[config.mk]
export PLATFORM = sky130hd
export DESIGN_NAME = bus_lane_arbiter
export DESIGN_NICKNAME = d
export VERILOG_FILES = /design/src/rtl/bus_lane_arbiter.sv
export SDC_FILE = /design/constraint.sdc
export NUM_CORES = 1
export LEC_CHECK = 0
export BUFFER_PORTS_ARGS = -buffer_cell sky130_fd_sc_hd__buf_2
export CORE_ASPECT_RATIO = 0.9
export CORE_MARGIN = 2
export CORE_UTILIZATION = 60
export DETAILED_ROUTE_END_ITERATION = 10
export GPL_TIMING_DRIVEN = 1
export PLACE_DENSITY = 0.83
export SYNTH_ARGS = -nofsm -noshare
export SYNTH_HDL_FRONTEND = slang
export SYNTH_SLANG_ARGS = --single-unit
[constraint.sdc]
create_clock -name clk -period 4.54 [get_ports clk]
set_input_delay 0.908 -clock clk [delete_from_list [all_inputs] [get_ports clk]]
set_output_delay 0.908 -clock clk [all_outputs]
set_load 0.005 [all_outputs]
[src/rtl/bus_lane_arbiter.sv]
// Round-robin arbiter for the shared 16-bit bus_driver datapath. Grants one requester
// at a time with its byte-lane enables, caps tenure length and inserts idle turnaround.
module bus_lane_arbiter #(
   parameter int NREQ     = 4,
   parameter int MAX_HOLD = 8,
   parameter int TURN_CYC = 1
) (
   input  logic              clk,
   input  logic              rst,
   input  logic [NREQ-1:0]   req,
   input  logic [2*NREQ-1:0] lanes,
   output logic [NREQ-1:0]   gnt,
   output logic [2:0]        owner,
   output logic              enh,
   output logic              enl,
   output logic              busy,
   output logic              timeout
);

   typedef enum logic [1:0] {IDLE, GRANT, TURN} state_t;

   state_t          state, state_d;
   logic [NREQ-1:0] gnt_d;
   logic [2:0]      owner_d, rr_ptr, rr_ptr_d, turn_cnt, turn_cnt_d;
   logic [7:0]      hold_cnt, hold_cnt_d;
   logic            enh_d, enl_d, busy_d, timeout_d;

   // Requester views padded to 8 entries so a 3-bit index always selects in range.
   logic [7:0] elig8, req8;
   logic [1:0] pair8 [8];

   for (genvar g = 0; g < 8; g++) begin : g_pad
      if (g < NREQ) begin : g_real
         assign req8[g]  = req[g];
         assign pair8[g] = lanes[2*g +: 2];
         assign elig8[g] = req[g] & (|lanes[2*g +: 2]);
      end else begin : g_none
         assign req8[g]  = 1'b0;
         assign pair8[g] = 2'b00;
         assign elig8[g] = 1'b0;
      end
   end

   logic       pick_vld, owner_req, at_max;
   logic [2:0] pick_idx, scan_idx;
   logic [1:0] pick_lanes;

   // First eligible requester at or after rr_ptr, wrapping modulo NREQ.
   always_comb begin
      pick_vld   = 1'b0;
      pick_idx   = 3'd0;
      pick_lanes = 2'b00;
      scan_idx   = 3'd0;
      for (int k = 0; k < NREQ; k++) begin
         scan_idx = 3'((int'(rr_ptr) + k) % NREQ);
         if (!pick_vld && elig8[scan_idx]) begin
            pick_vld   = 1'b1;
            pick_idx   = scan_idx;
            pick_lanes = pair8[scan_idx];
         end
      end
   end

   assign owner_req = req8[owner];
   assign at_max    = (hold_cnt == 8'(MAX_HOLD));

   always_comb begin
      // NOTE: every output of this block gets a default first, so no path leaves a
      // signal unassigned and no latch is inferred.
      state_d    = state;
      gnt_d      = gnt;
      owner_d    = owner;
      enh_d      = enh;
      enl_d      = enl;
      busy_d     = busy;
      timeout_d  = 1'b0;
      rr_ptr_d   = rr_ptr;
      hold_cnt_d = hold_cnt;
      turn_cnt_d = turn_cnt;
      case (state)
         IDLE: begin
            if (pick_vld) begin
               state_d      = GRANT;
               gnt_d        = {{(NREQ-1){1'b0}}, 1'b1} << pick_idx;
               owner_d      = pick_idx;
               {enh_d, enl_d} = pick_lanes;
               busy_d       = 1'b1;
               rr_ptr_d     = 3'((int'(pick_idx) + 1) % NREQ);
               hold_cnt_d   = 8'd1;
            end
         end
         GRANT: begin
            if (!owner_req || at_max) begin
               state_d    = TURN;
               gnt_d      = '0;
               enh_d      = 1'b0;
               enl_d      = 1'b0;
               busy_d     = 1'b0;
               // A voluntary release on the same cycle as the cap is not a timeout.
               timeout_d  = owner_req & at_max;
               turn_cnt_d = 3'd1;
            end else begin
               hold_cnt_d = (hold_cnt == 8'hFF) ? hold_cnt : hold_cnt + 8'd1;
            end
         end
         TURN: begin
            if (turn_cnt >= 3'(TURN_CYC)) state_d = IDLE;
            else                          turn_cnt_d = turn_cnt + 3'd1;
         end
         default: state_d = IDLE;
      endcase
   end

   always_ff @(posedge clk) begin
      // NOTE: state registers use non-blocking assignments so every flop samples
      // the pre-edge values regardless of statement order.
      if (rst) begin
         state    <= IDLE;
         gnt      <= '0;
         owner    <= 3'd0;
         enh      <= 1'b0;
         enl      <= 1'b0;
         busy     <= 1'b0;
         timeout  <= 1'b0;
         rr_ptr   <= 3'd0;
         hold_cnt <= 8'd0;
         turn_cnt <= 3'd0;
      end else begin
         state    <= state_d;
         gnt      <= gnt_d;
         owner    <= owner_d;
         enh      <= enh_d;
         enl      <= enl_d;
         busy     <= busy_d;
         timeout  <= timeout_d;
         rr_ptr   <= rr_ptr_d;
         hold_cnt <= hold_cnt_d;
         turn_cnt <= turn_cnt_d;
      end
   end

endmodule

==> impl_metrics.tcl, run 1 <==
set metrics [dict create \
    async_flop_share 0 \
    hold_path_depth 2 \
    worst-r2r-cell-count 3 \
    internal_power_uw 444 \
    synthesis.nets 219 \
    ys_seq_area_frac 0.301 \
    slew_headroom 0.367 \
    grt-ovfl-total 0 \
    hold_end "busy$_SDFFE_PP0P_" \
    cts_resized 0 \
    dr.pass1.iters 4 \
    p_sw_uw 322 \
    drive_gt1_frac 0.197 \
    slew_violations 0 \
    min_period_ns 2.47 \
    hp-class "reg -> reg" \
    cts_buffer_depth 2 \
    antenna_cells 0 \
    grt_setup_unrepaired "false" \
    postCtsSetupBuffers 0 \
    period_share 0.544 \
    synth-edff-count 0 \
    place_hpwl_um 2900 \
    cp_num_buf_inv 1 \
    cts_hold_buf 0 \
    clock_sinks 25 \
    fp.dieH_um 54.0 \
    portBuffers 23 \
    reg2reg_setup_slack_ns 2.35 \
    synth.distinct_cells 50 \
    pin_count 25 \
    rows 18 \
    ys.flop_type "dfxtp_1" \
    final_util 0.664 \
    pwr-share-comb 0.451 \
    path_class "in -> reg" \
    clockPowerShare 0.131 \
    post-synth-top-area-cell "dfxtp_1" \
    switching_share 0.420 \
    timing.fmax_mhz 405 \
    cap_violations 0 \
    end_kind "flip-flop" \
    ant_nets 0 \
    synth_top_area_share 0.301 \
    initial_utilization 0.616 \
    hold_viol 0 \
    grt_antenna_before_repair 0 \
    die_x_um 59.5 \
    fin_setup_tns_ns 0 \
    drcViolationCount 0 \
    synthCells 201 \
    gp_congestion 0.932 \
    cts_tree "built" \
    num-nets-final 237 \
    status "finished, final reports clean" \
    synth_area_mm2 0.00167 \
    path_cells "buf_2 > o21ai_1 > nand4_1 > o221ai_2 > nor3_1 > xnor2_1 > nor2_1" \
    avgViaCountPerCell 6.33 \
    grt_max_degree 28 \
    ys_warn_count 0 \
    setup-violations-final 0 \
    cts-root-buf "clkbuf_4" \
    grt_pass1_vias 1480 \
    min_from "busy$_SDFFE_PP0P_" \
    r2r_start "rr_ptr[0]$_SDFFE_PP0P_" \
    worstMarginPinSlew_ns 0.947 \
    cp.arrival_ns 2.69 \
    cts_made_buffers 3 \
    yosys-top-cells-area "dfxtp_1, mux4_2, nor2_1, nor3_1, a21oi_1" \
    r2r-end "enl$_SDFFE_PP0P_" \
    cp_slowest_cell "o21ai_1" \
    yosys-top-cells-count "dfxtp_1, nor2_1, nor3_1, nand2_1, a21oi_1" \
    power_density_mw_per_mm2 427 \
    vias 1571 \
    wl_per_cell_um 15.3 \
    worstSetupStartpointType "input pin" \
    grt_pass1_wl_um 6510 \
    ys_ff_latch 25 \
    yosysMostFrequentCell "dfxtp_1" \
    syn2layout_area_growth_pct 7.74 \
    cp_top_family "compound AO/OA/AOI/OAI gates" \
    clock_skew_ns 0.00471 \
    cp_max_fo 12 \
    grt.total_usage 0.263 \
    clk_pin_slew_ns 0.14 \
    cpPeakStageDelay_ns 0.56 \
    die_area_mm2 0.00321 \
    p_seq_frac 0.418 \
    required_ns 4.76 \
    p_leak_nw 0.671 \
    drtIter0Drc 97 \
    coreArea_mm2 0.00270 \
    ir_drop_uv 312 \
    finalWirelength_um 3780 \
    h-tree-depth 1 \
    avgSynthCellArea_um2 8.29 \
    clk_latency_ns 0.32 \
]
## cells in the final DEF (no fill, tap or decap), drive strengths merged, types with 4 or more instances in the layout
master	n
dfxtp	25
nor2	23
buf	23
nor3	14
o21ai	13
nand2	12
a21oi	11
inv	11
a31oi	6
a22oi	6
mux4	5
nand3	5
xnor2	5
o21a	4
and3	4
mux2i	4
ha	4
nor4	4
## metrics by stage
stage          cells  worst slack [ns]  hold WS, ns  power [mW]  cell area (um2)
3_3_place_gp     244              1.87        0.473       0.648             1760
4_1_cts          248              2.09        0.511       0.765             1790
6_report         248              2.07        0.510       0.766             1790
3_5_place_dp     244              1.76        0.476       0.666             1760
5_1_grt          248              1.85        0.549       0.823             1790
2_1_floorplan    201              2.31        0.470       0.589             1670
## power by group through the flow
stage	Clock (mW)	Sequential [mW]	Combinational (mW)
after CTS	0.103	0.319	0.343
after global placement	0	0.320	0.328
after global routing	0.112	0.328	0.384
final	0.100	0.320	0.346
after detailed placement	0	0.324	0.341
after floorplan	0	0.285	0.304
## metal layers
metal | up-vias | GRT usage | share of wire
met1 | 728 | 0.345 | 0.45
li1 | 780 | - | -
met2 | 57 | 0.458 | 0.47
met5 | - | 0 | 0
met3 | 6 | 0.0553 | 0.062
met4 | 0 | 0.0407 | 0.010
## cell families after synthesis
logic type      after synthesis  share of synthesized area
flops                        25                      0.301
compound gates               56                      0.231
simple gates                 79                      0.255
fa+ha+maj                     4                     0.0301
mux                          10                     0.0984
other cells                   1                    0.00225
buf+inv                      21                     0.0571
xor+xnor                      5                     0.0263
## cell type report
type	count	area, um2
Clock inverter	1	7.51
Fill cell	243	908
Inverter	11	41.3
Timing Repair Buffer	23	115
Sequential cell	25	500
Multi-Input combinational cell	155	1070
Tap cell	30	37.5
Clock buffer	3	22.5
## tightest hold or removal path: stages, from the launching register on
cell	delay [ns]
dfxtp_1	0.36
a21oi_1	0.06
nor2_1	0.07
## flip-flops by register name, summed over array words and instances, names as in the netlist
register  flops
busy          1
enh           1
enl           1
gnt           4
hold_cnt      8
owner         2
rr_ptr        2
state         2
timeout       1
turn_cnt      3
## worst max path at each step
stage,from,cells after the start,endpoint
finish,lanes[6],7,hold_cnt[5]$_SDFFE_PP0P_
global route,lanes[6],7,hold_cnt[5]$_SDFFE_PP0P_
CTS,lanes[6],7,hold_cnt[5]$_SDFFE_PP0P_
detailed placement,lanes[6],7,hold_cnt[5]$_SDFFE_PP0P_
global placement,lanes[6],7,hold_cnt[5]$_SDFFE_PP0P_
floorplan,req[3],6,gnt[3]$_SDFFE_PP0P_
Note: power is estimated with default switching activity, not from simulation.
==> run 2, diff against run 1 <==
--- a/config.mk
+++ b/config.mk
@@ -5,13 +5,14 @@
 export SDC_FILE = /design/constraint.sdc
 export NUM_CORES = 1
 export LEC_CHECK = 0
+export ABC_AREA = 1
 export BUFFER_PORTS_ARGS = -buffer_cell sky130_fd_sc_hd__buf_2
 export CORE_ASPECT_RATIO = 0.9
 export CORE_MARGIN = 2
-export CORE_UTILIZATION = 60
+export CORE_UTILIZATION = 51
 export DETAILED_ROUTE_END_ITERATION = 10
 export GPL_TIMING_DRIVEN = 1
-export PLACE_DENSITY = 0.83
+export PLACE_DENSITY = 0.75
 export SYNTH_ARGS = -nofsm -noshare
 export SYNTH_HDL_FRONTEND = slang
 export SYNTH_SLANG_ARGS = --single-unit
==> constraint.sdc (replaced) <==
create_clock -name clk -period 2 [get_ports clk]
set_input_delay 0.4 -clock clk [delete_from_list [all_inputs] [get_ports clk]]
set_output_delay 0.4 -clock clk [all_outputs]
set_load 0.005 [all_outputs]
==> run 2 against run 1 <==
  * Global-route usage down 3.7 points
  * Total power increased to 3.9 times the previous value
  * Synthesized cell count rose by 40%
  * Worst setup slack lost 1.9 ns
  * Combinational power rose to 5.4 times the previous value
  * Utilization down 4.8 points
  * Register-to-register slack worse by 2.2 ns
  * Highest routed layer unchanged
==> impl_metrics.tcl, run 2 <==
set metrics [dict create \
    timing.fmax_mhz 547 \
    fp.dieH_um 59.2 \
    cp_max_fo 9 \
    initial_utilization 0.523 \
    clock_sinks 25 \
    grt_antenna_before_repair 0 \
    synthCells 281 \
    post-place-cells 353 \
    hold_viol 0 \
    drtIter0Drc 87 \
    clock_skew_ns 0.00893 \
    slew_violations 0 \
    pwr-share-comb 0.637 \
    drive_gt1_frac 0.168 \
    final_cell_mix "nand2_1, inv_1, nor2_1" \
    path_cells "inv_4 > nand3_1 > nand3_1 > nand2_1 > nand3_2 > o21ai_4 > inv_1 > nand2_1 > inv_1 > a211oi_2" \
    grt_pass1_vias 1556 \
    ys_warn_count 0 \
    grt.total_usage 0.227 \
    ys.flop_type "dfxtp_1" \
    synth.distinct_cells 32 \
    die_area_mm2 0.00387 \
    yosysMostFrequentCell "nand2_1" \
    clk_latency_ns 0.27 \
    grt-ovfl-total 0 \
    portBuffers 23 \
    hp-class "reg -> reg" \
    final_cells 359 \
    ant_nets 0 \
    antenna_cells 0 \
    path_class "reg -> reg" \
    post-synth-top-area-cell "dfxtp_1" \
    clockPowerShare 0.104 \
    cpPeakStageDelay_ns 0.44 \
    cap_violations 0 \
    reg.largest.list "hold_cnt (8), gnt (4), turn_cnt (3)" \
    layout_commonest_cell "nand2_1" \
    synth_top_area_share 0.290 \
    setup-violations-final 0 \
    vias 1856 \
    num-nets-final 334 \
    cp.arrival_ns 2.00 \
    wl_per_cell_um 11.2 \
    gp_congestion 0.860 \
    status "finished, final reports clean" \
    min_period_ns 1.83 \
    cts_buffer_depth 2 \
    synth-edff-count 0 \
    synthesis.nets 299 \
    grt_max_degree 22 \
    synth_area_mm2 0.00173 \
    cts_tree "built" \
    die_x_um 65.4 \
    finalWirelength_um 4010 \
    p_leak_nw 0.976 \
    clk_pin_slew_ns 0.09 \
    syn2layout_area_growth_pct 17.7 \
    place_hpwl_um 3250 \
    power_density_mw_per_mm2 1450 \
    fin_setup_tns_ns 0 \
    ir_drop_uv 739 \
    required_ns 2.17 \
    yosys-top-cells-count "nand2_1, inv_1, nor2_1, nand3_1, dfxtp_1" \
    rows 20 \
    coreArea_mm2 0.00330 \
    internal_power_mw 1.51 \
    p_seq_frac 0.259 \
    worstSetupStartpointType "flip-flop" \
    switching_share 0.489 \
    drcViolationCount 0 \
    ys_seq_area_frac 0.290 \
    pin_count 25 \
    ys_ff_latch 25 \
    grt_pass1_wl_um 6930 \
    cts_made_buffers 3 \
    grt_setup_unrepaired "false" \
    top_register "hold_cnt" \
    h-tree-depth 1 \
    largest_reg_flops 8 \
    p_sw_mw 1.44 \
    cp_slowest_cell "dfxtp_4" \
    avgSynthCellArea_um2 6.15 \
    avgViaCountPerCell 5.17 \
    period_share 0.914 \
    async_flop_share 0 \
    cts-root-buf "clkbuf_8" \
    yosys-top-cells-area "dfxtp_1, nand2_1, nand3_1, inv_1, nor2_1" \
    reg2reg_setup_slack_ns 0.17 \
    end_kind "flip-flop" \
    dr.pass1.iters 4 \
    cts_hold_buf 0 \
]
-- run 2: final cells by class --
class                   instances  area [um2]
multi-input cells             217        1080
well taps                      44        55.1
inverters                      33         126
fillers                       349        1270
repair buffers                 36         216
clock inverters                 1        7.51
flip-flops and latches         25         508
clock buffers                   3        41.3
-- run 2: critical path: cells and delay by family (launching register included) --
family | cells | cell delay (ns)
simple gates | 5 | 0.61
compound gates | 2 | 0.43
buf+inv | 3 | 0.25
flops | 1 | 0.44
-- run 2: layer usage --
metal | up-vias | share of wire | track usage
li1 | 988 | - | -
met1 | 808 | 0.51 | 0.342
met2 | 54 | 0.42 | 0.340
met3 | 6 | 0.065 | 0.0475
met4 | 0 | 0.0072 | 0.0327
met5 | - | 0 | 0
-- run 2: worst paths after layout --
check	endpoint	start	depth (start not counted)
worst max-delay path	rr_ptr[0]$_SDFFE_PP0P_	rr_ptr[0]$_SDFFE_PP0P_	10
worst min register to register	turn_cnt[2]$_SDFFE_PP0P_	turn_cnt[2]$_SDFFE_PP0P_	2
worst min-delay path	turn_cnt[2]$_SDFFE_PP0P_	turn_cnt[2]$_SDFFE_PP0P_	2
worst max register to register	rr_ptr[0]$_SDFFE_PP0P_	rr_ptr[0]$_SDFFE_PP0P_	10
-- run 2: repair_timing --
action,4_1_cts,5_1_grt
cloned,0,1
endpoints found under the setup margin,9,18
resized for setup,1,6
buffers inserted,0,1
pin swaps,0,1
-- run 2: kinds of logic (layout without fill, tap and decap cells) --
group | Yosys count | count (layout) | synth area share
compound gates | 46 | 47 | 0.154
flops | 25 | 25 | 0.290
xor+xnor | 5 | 5 | 0.0340
other cells | 1 | 1 | 0.00217
simple gates | 160 | 160 | 0.398
fa+ha+maj | 4 | 4 | 0.0290
buf+inv | 40 | 73 | 0.0934
-- run 2: through the flow --
stage          area [um2]  hold slack, ns   util  power (mW)  setup WS [ns]
3_5_place_dp         1950           0.458  0.591        2.56        -0.0611
5_1_grt              2030           0.503  0.616        3.26        0.00291
4_1_cts              2000           0.472  0.606        2.87         0.0801
3_3_place_gp         1950           0.438  0.591        2.53         0.0392
2_1_floorplan        1730           0.426      -        2.01          0.309
6_report             2030           0.469  0.616        2.95          0.172
-- run 2: power by group through the flow --
stage          combinational [mW]  sequential, mW  clock, mW
2_1_floorplan                1.27           0.744          0
3_3_place_gp                 1.78           0.758          0
3_5_place_dp                 1.80           0.763          0
4_1_cts                      1.80           0.753      0.314
5_1_grt                      2.14           0.784      0.338
6_report                     1.88           0.765      0.306
==> run 3, diff against run 2 <==
--- a/config.mk
+++ b/config.mk
@@ -7,8 +7,9 @@
 export LEC_CHECK = 0
 export ABC_AREA = 1
 export BUFFER_PORTS_ARGS = -buffer_cell sky130_fd_sc_hd__buf_2
+export CAP_MARGIN = 5
 export CORE_ASPECT_RATIO = 0.9
-export CORE_MARGIN = 2
+export CORE_MARGIN = 8
 export CORE_UTILIZATION = 51
 export DETAILED_ROUTE_END_ITERATION = 10
 export GPL_TIMING_DRIVEN = 1
==> run 3 against run 2 <==
  * Cell count up 0.84%
  * Register-to-register slack got worse by 0.04 ns
  * Clock power barely moved
  * Utilization increased by 2.8 points
  * Die area increased by 42%
  * Worst setup slack got worse by 0.045 ns
  * Cell area grew 4.5%
  * Sequential power decreased by 2%
  * Non-clock buffer count is 4 higher
  * Global-route usage down 6.6 points
  * Critical path type unchanged
  * Critical endpoint is now hold_cnt[4]$_SDFFE_PP0P_
  * Largest cell class unchanged
  * Highest routed layer unchanged
==> impl_metrics.tcl, run 3 (synthesized netlist as in run 2, its figures left out) <==
set metrics [dict create \
    clock_skew_ns 0.00563 \
    coreArea_mm2 0.00330 \
    portBuffers 23 \
    finalWirelength_um 4590 \
    cap_violations 0 \
    hp-class "reg -> reg" \
    path_cells "buf_12 > xor2_4 > nand3_1 > nand2_2 > nand3_2 > o21ai_4 > buf_6 > nand2_1 > o21bai_1 > nor2_1" \
    cp_slowest_cell "dfxtp_4" \
    die_area_mm2 0.00551 \
    gp_congestion 0.946 \
    reg.largest.list "hold_cnt (8), gnt (4), turn_cnt (3)" \
    cts_buffer_depth 2 \
    timing.fmax_mhz 534 \
    dr.pass1.iters 5 \
    end_kind "flip-flop" \
    fp.dieH_um 71.2 \
    ir_drop_uv 850 \
    clk_pin_slew_ns 0.09 \
    initial_utilization 0.523 \
    cp.arrival_ns 2.09 \
    p_seq_frac 0.230 \
    post-place-cells 350 \
    avgViaCountPerCell 5.35 \
    grt_max_degree 24 \
    cpPeakStageDelay_ns 0.37 \
    gr-usage-met1 0.212 \
    grt_pass1_wl_um 7470 \
    required_ns 2.22 \
    slew_violations 0 \
    final_cells 362 \
    vias 1935 \
    final_cell_mix "nand2_1, inv_1, nor2_1" \
    largest_reg_flops 8 \
    switching_share 0.480 \
    met3_usage 0.0475 \
    drtIter0Drc 115 \
    p_leak_nw 1.01 \
    clockPowerShare 0.095 \
    drcViolationCount 0 \
    ant_nets 0 \
    p_sw_mw 1.56 \
    top_usage_layer "met2" \
    layout_commonest_cell "nand2_1" \
    finalPower_mw 3.25 \
    wl_per_cell_um 12.7 \
    grt_pass1_vias 1670 \
    pwr-share-comb 0.675 \
    place_hpwl_um 3380 \
    cts-root-buf "clkbuf_8" \
    path_class "reg -> reg" \
    antenna_cells 0 \
    min_period_ns 1.87 \
    cts_hold_buf 0 \
    period_share 0.936 \
    rows 20 \
    cts_made_buffers 3 \
    setup-violations-final 0 \
    worstSetupStartpointType "flip-flop" \
    status "finished, final reports clean" \
    grt_antenna_before_repair 0 \
    syn2layout_area_growth_pct 23.0 \
    reg2reg_setup_slack_ns 0.13 \
    clk_latency_ns 0.27 \
    cp_max_fo 12 \
    num-nets-final 337 \
    top_register "hold_cnt" \
    drive_gt1_frac 0.204 \
    grt-ovfl-total 0 \
    clock_sinks 25 \
    hold_viol 0 \
    use_met2 0.250 \
    h-tree-depth 1 \
    power_density_mw_per_mm2 1530 \
    grt.total_usage 0.160 \
    die_x_um 77.4 \
    internal_power_mw 1.69 \
    pin_count 25 \
    cts_tree "built" \
]
-- run 3: timing repair --
action | CTS | global route
gates resized for setup | 0 | 17
hold endpoints to repair | 0 | 0
setup endpoints to repair | 0 | 18
setup buffers | 0 | 7
-- run 3: layer usage --
metal	share of wire	vias up	wire (um)
li1	-	988	-
met1	0.47	867	2160
met2	0.45	75	2060
met3	0.073	5	336
met4	0.0074	0	34
met5	0	-	0
-- run 3: worst paths after layout --
check	from	endpoint	cells past startpoint
max reg2reg	rr_ptr[0]$_SDFFE_PP0P_	hold_cnt[4]$_SDFFE_PP0P_	10
min reg2reg	turn_cnt[2]$_SDFFE_PP0P_	turn_cnt[2]$_SDFFE_PP0P_	2
min	turn_cnt[2]$_SDFFE_PP0P_	turn_cnt[2]$_SDFFE_PP0P_	2
max	rr_ptr[0]$_SDFFE_PP0P_	hold_cnt[4]$_SDFFE_PP0P_	10
-- run 3: power by group through the flow --
stage,combinational [mW],clock (mW),sequential [mW]
after global routing,2.44,0.336,0.765
final,2.19,0.309,0.747
after detailed placement,1.82,0,0.748
after global placement,1.80,0,0.740
after CTS,1.82,0.324,0.736
after floorplan,1.27,0,0.744
-- run 3: stage by stage --
step                hold slack [ns]  utilization  instance area (um2)  setup WS, ns  TNS (ns)
floorplan                     0.426            -                 1730         0.309         0
global placement              0.442        0.588                 1940        0.0557         0
detailed placement            0.462        0.588                 1940        0.0352         0
CTS                           0.477        0.602                 1990       0.00971         0
global route                  0.496        0.644                 2130      -0.00308  -0.00308
finish                        0.466        0.644                 2130         0.127         0
-- run 3: area by class of cell --
cell class	instances	area, um2
clock inverter	1	7.51
multi-input combinational	216	1110
timing repair buffer	40	280
sequential	25	505
tap	44	55.1
inverter	33	126
clock buffer	3	41.3
fill	319	1180
-- run 3: worst max-delay path: cells and delay by family (launching register included) --
kind	cells	cell delay, ns
and+or+nand+nor	5	0.51
AOI/OAI and AO/OA	2	0.45
DFF	1	0.37
buffers and inverters	2	0.29
xor gates and xnor gates	1	0.18
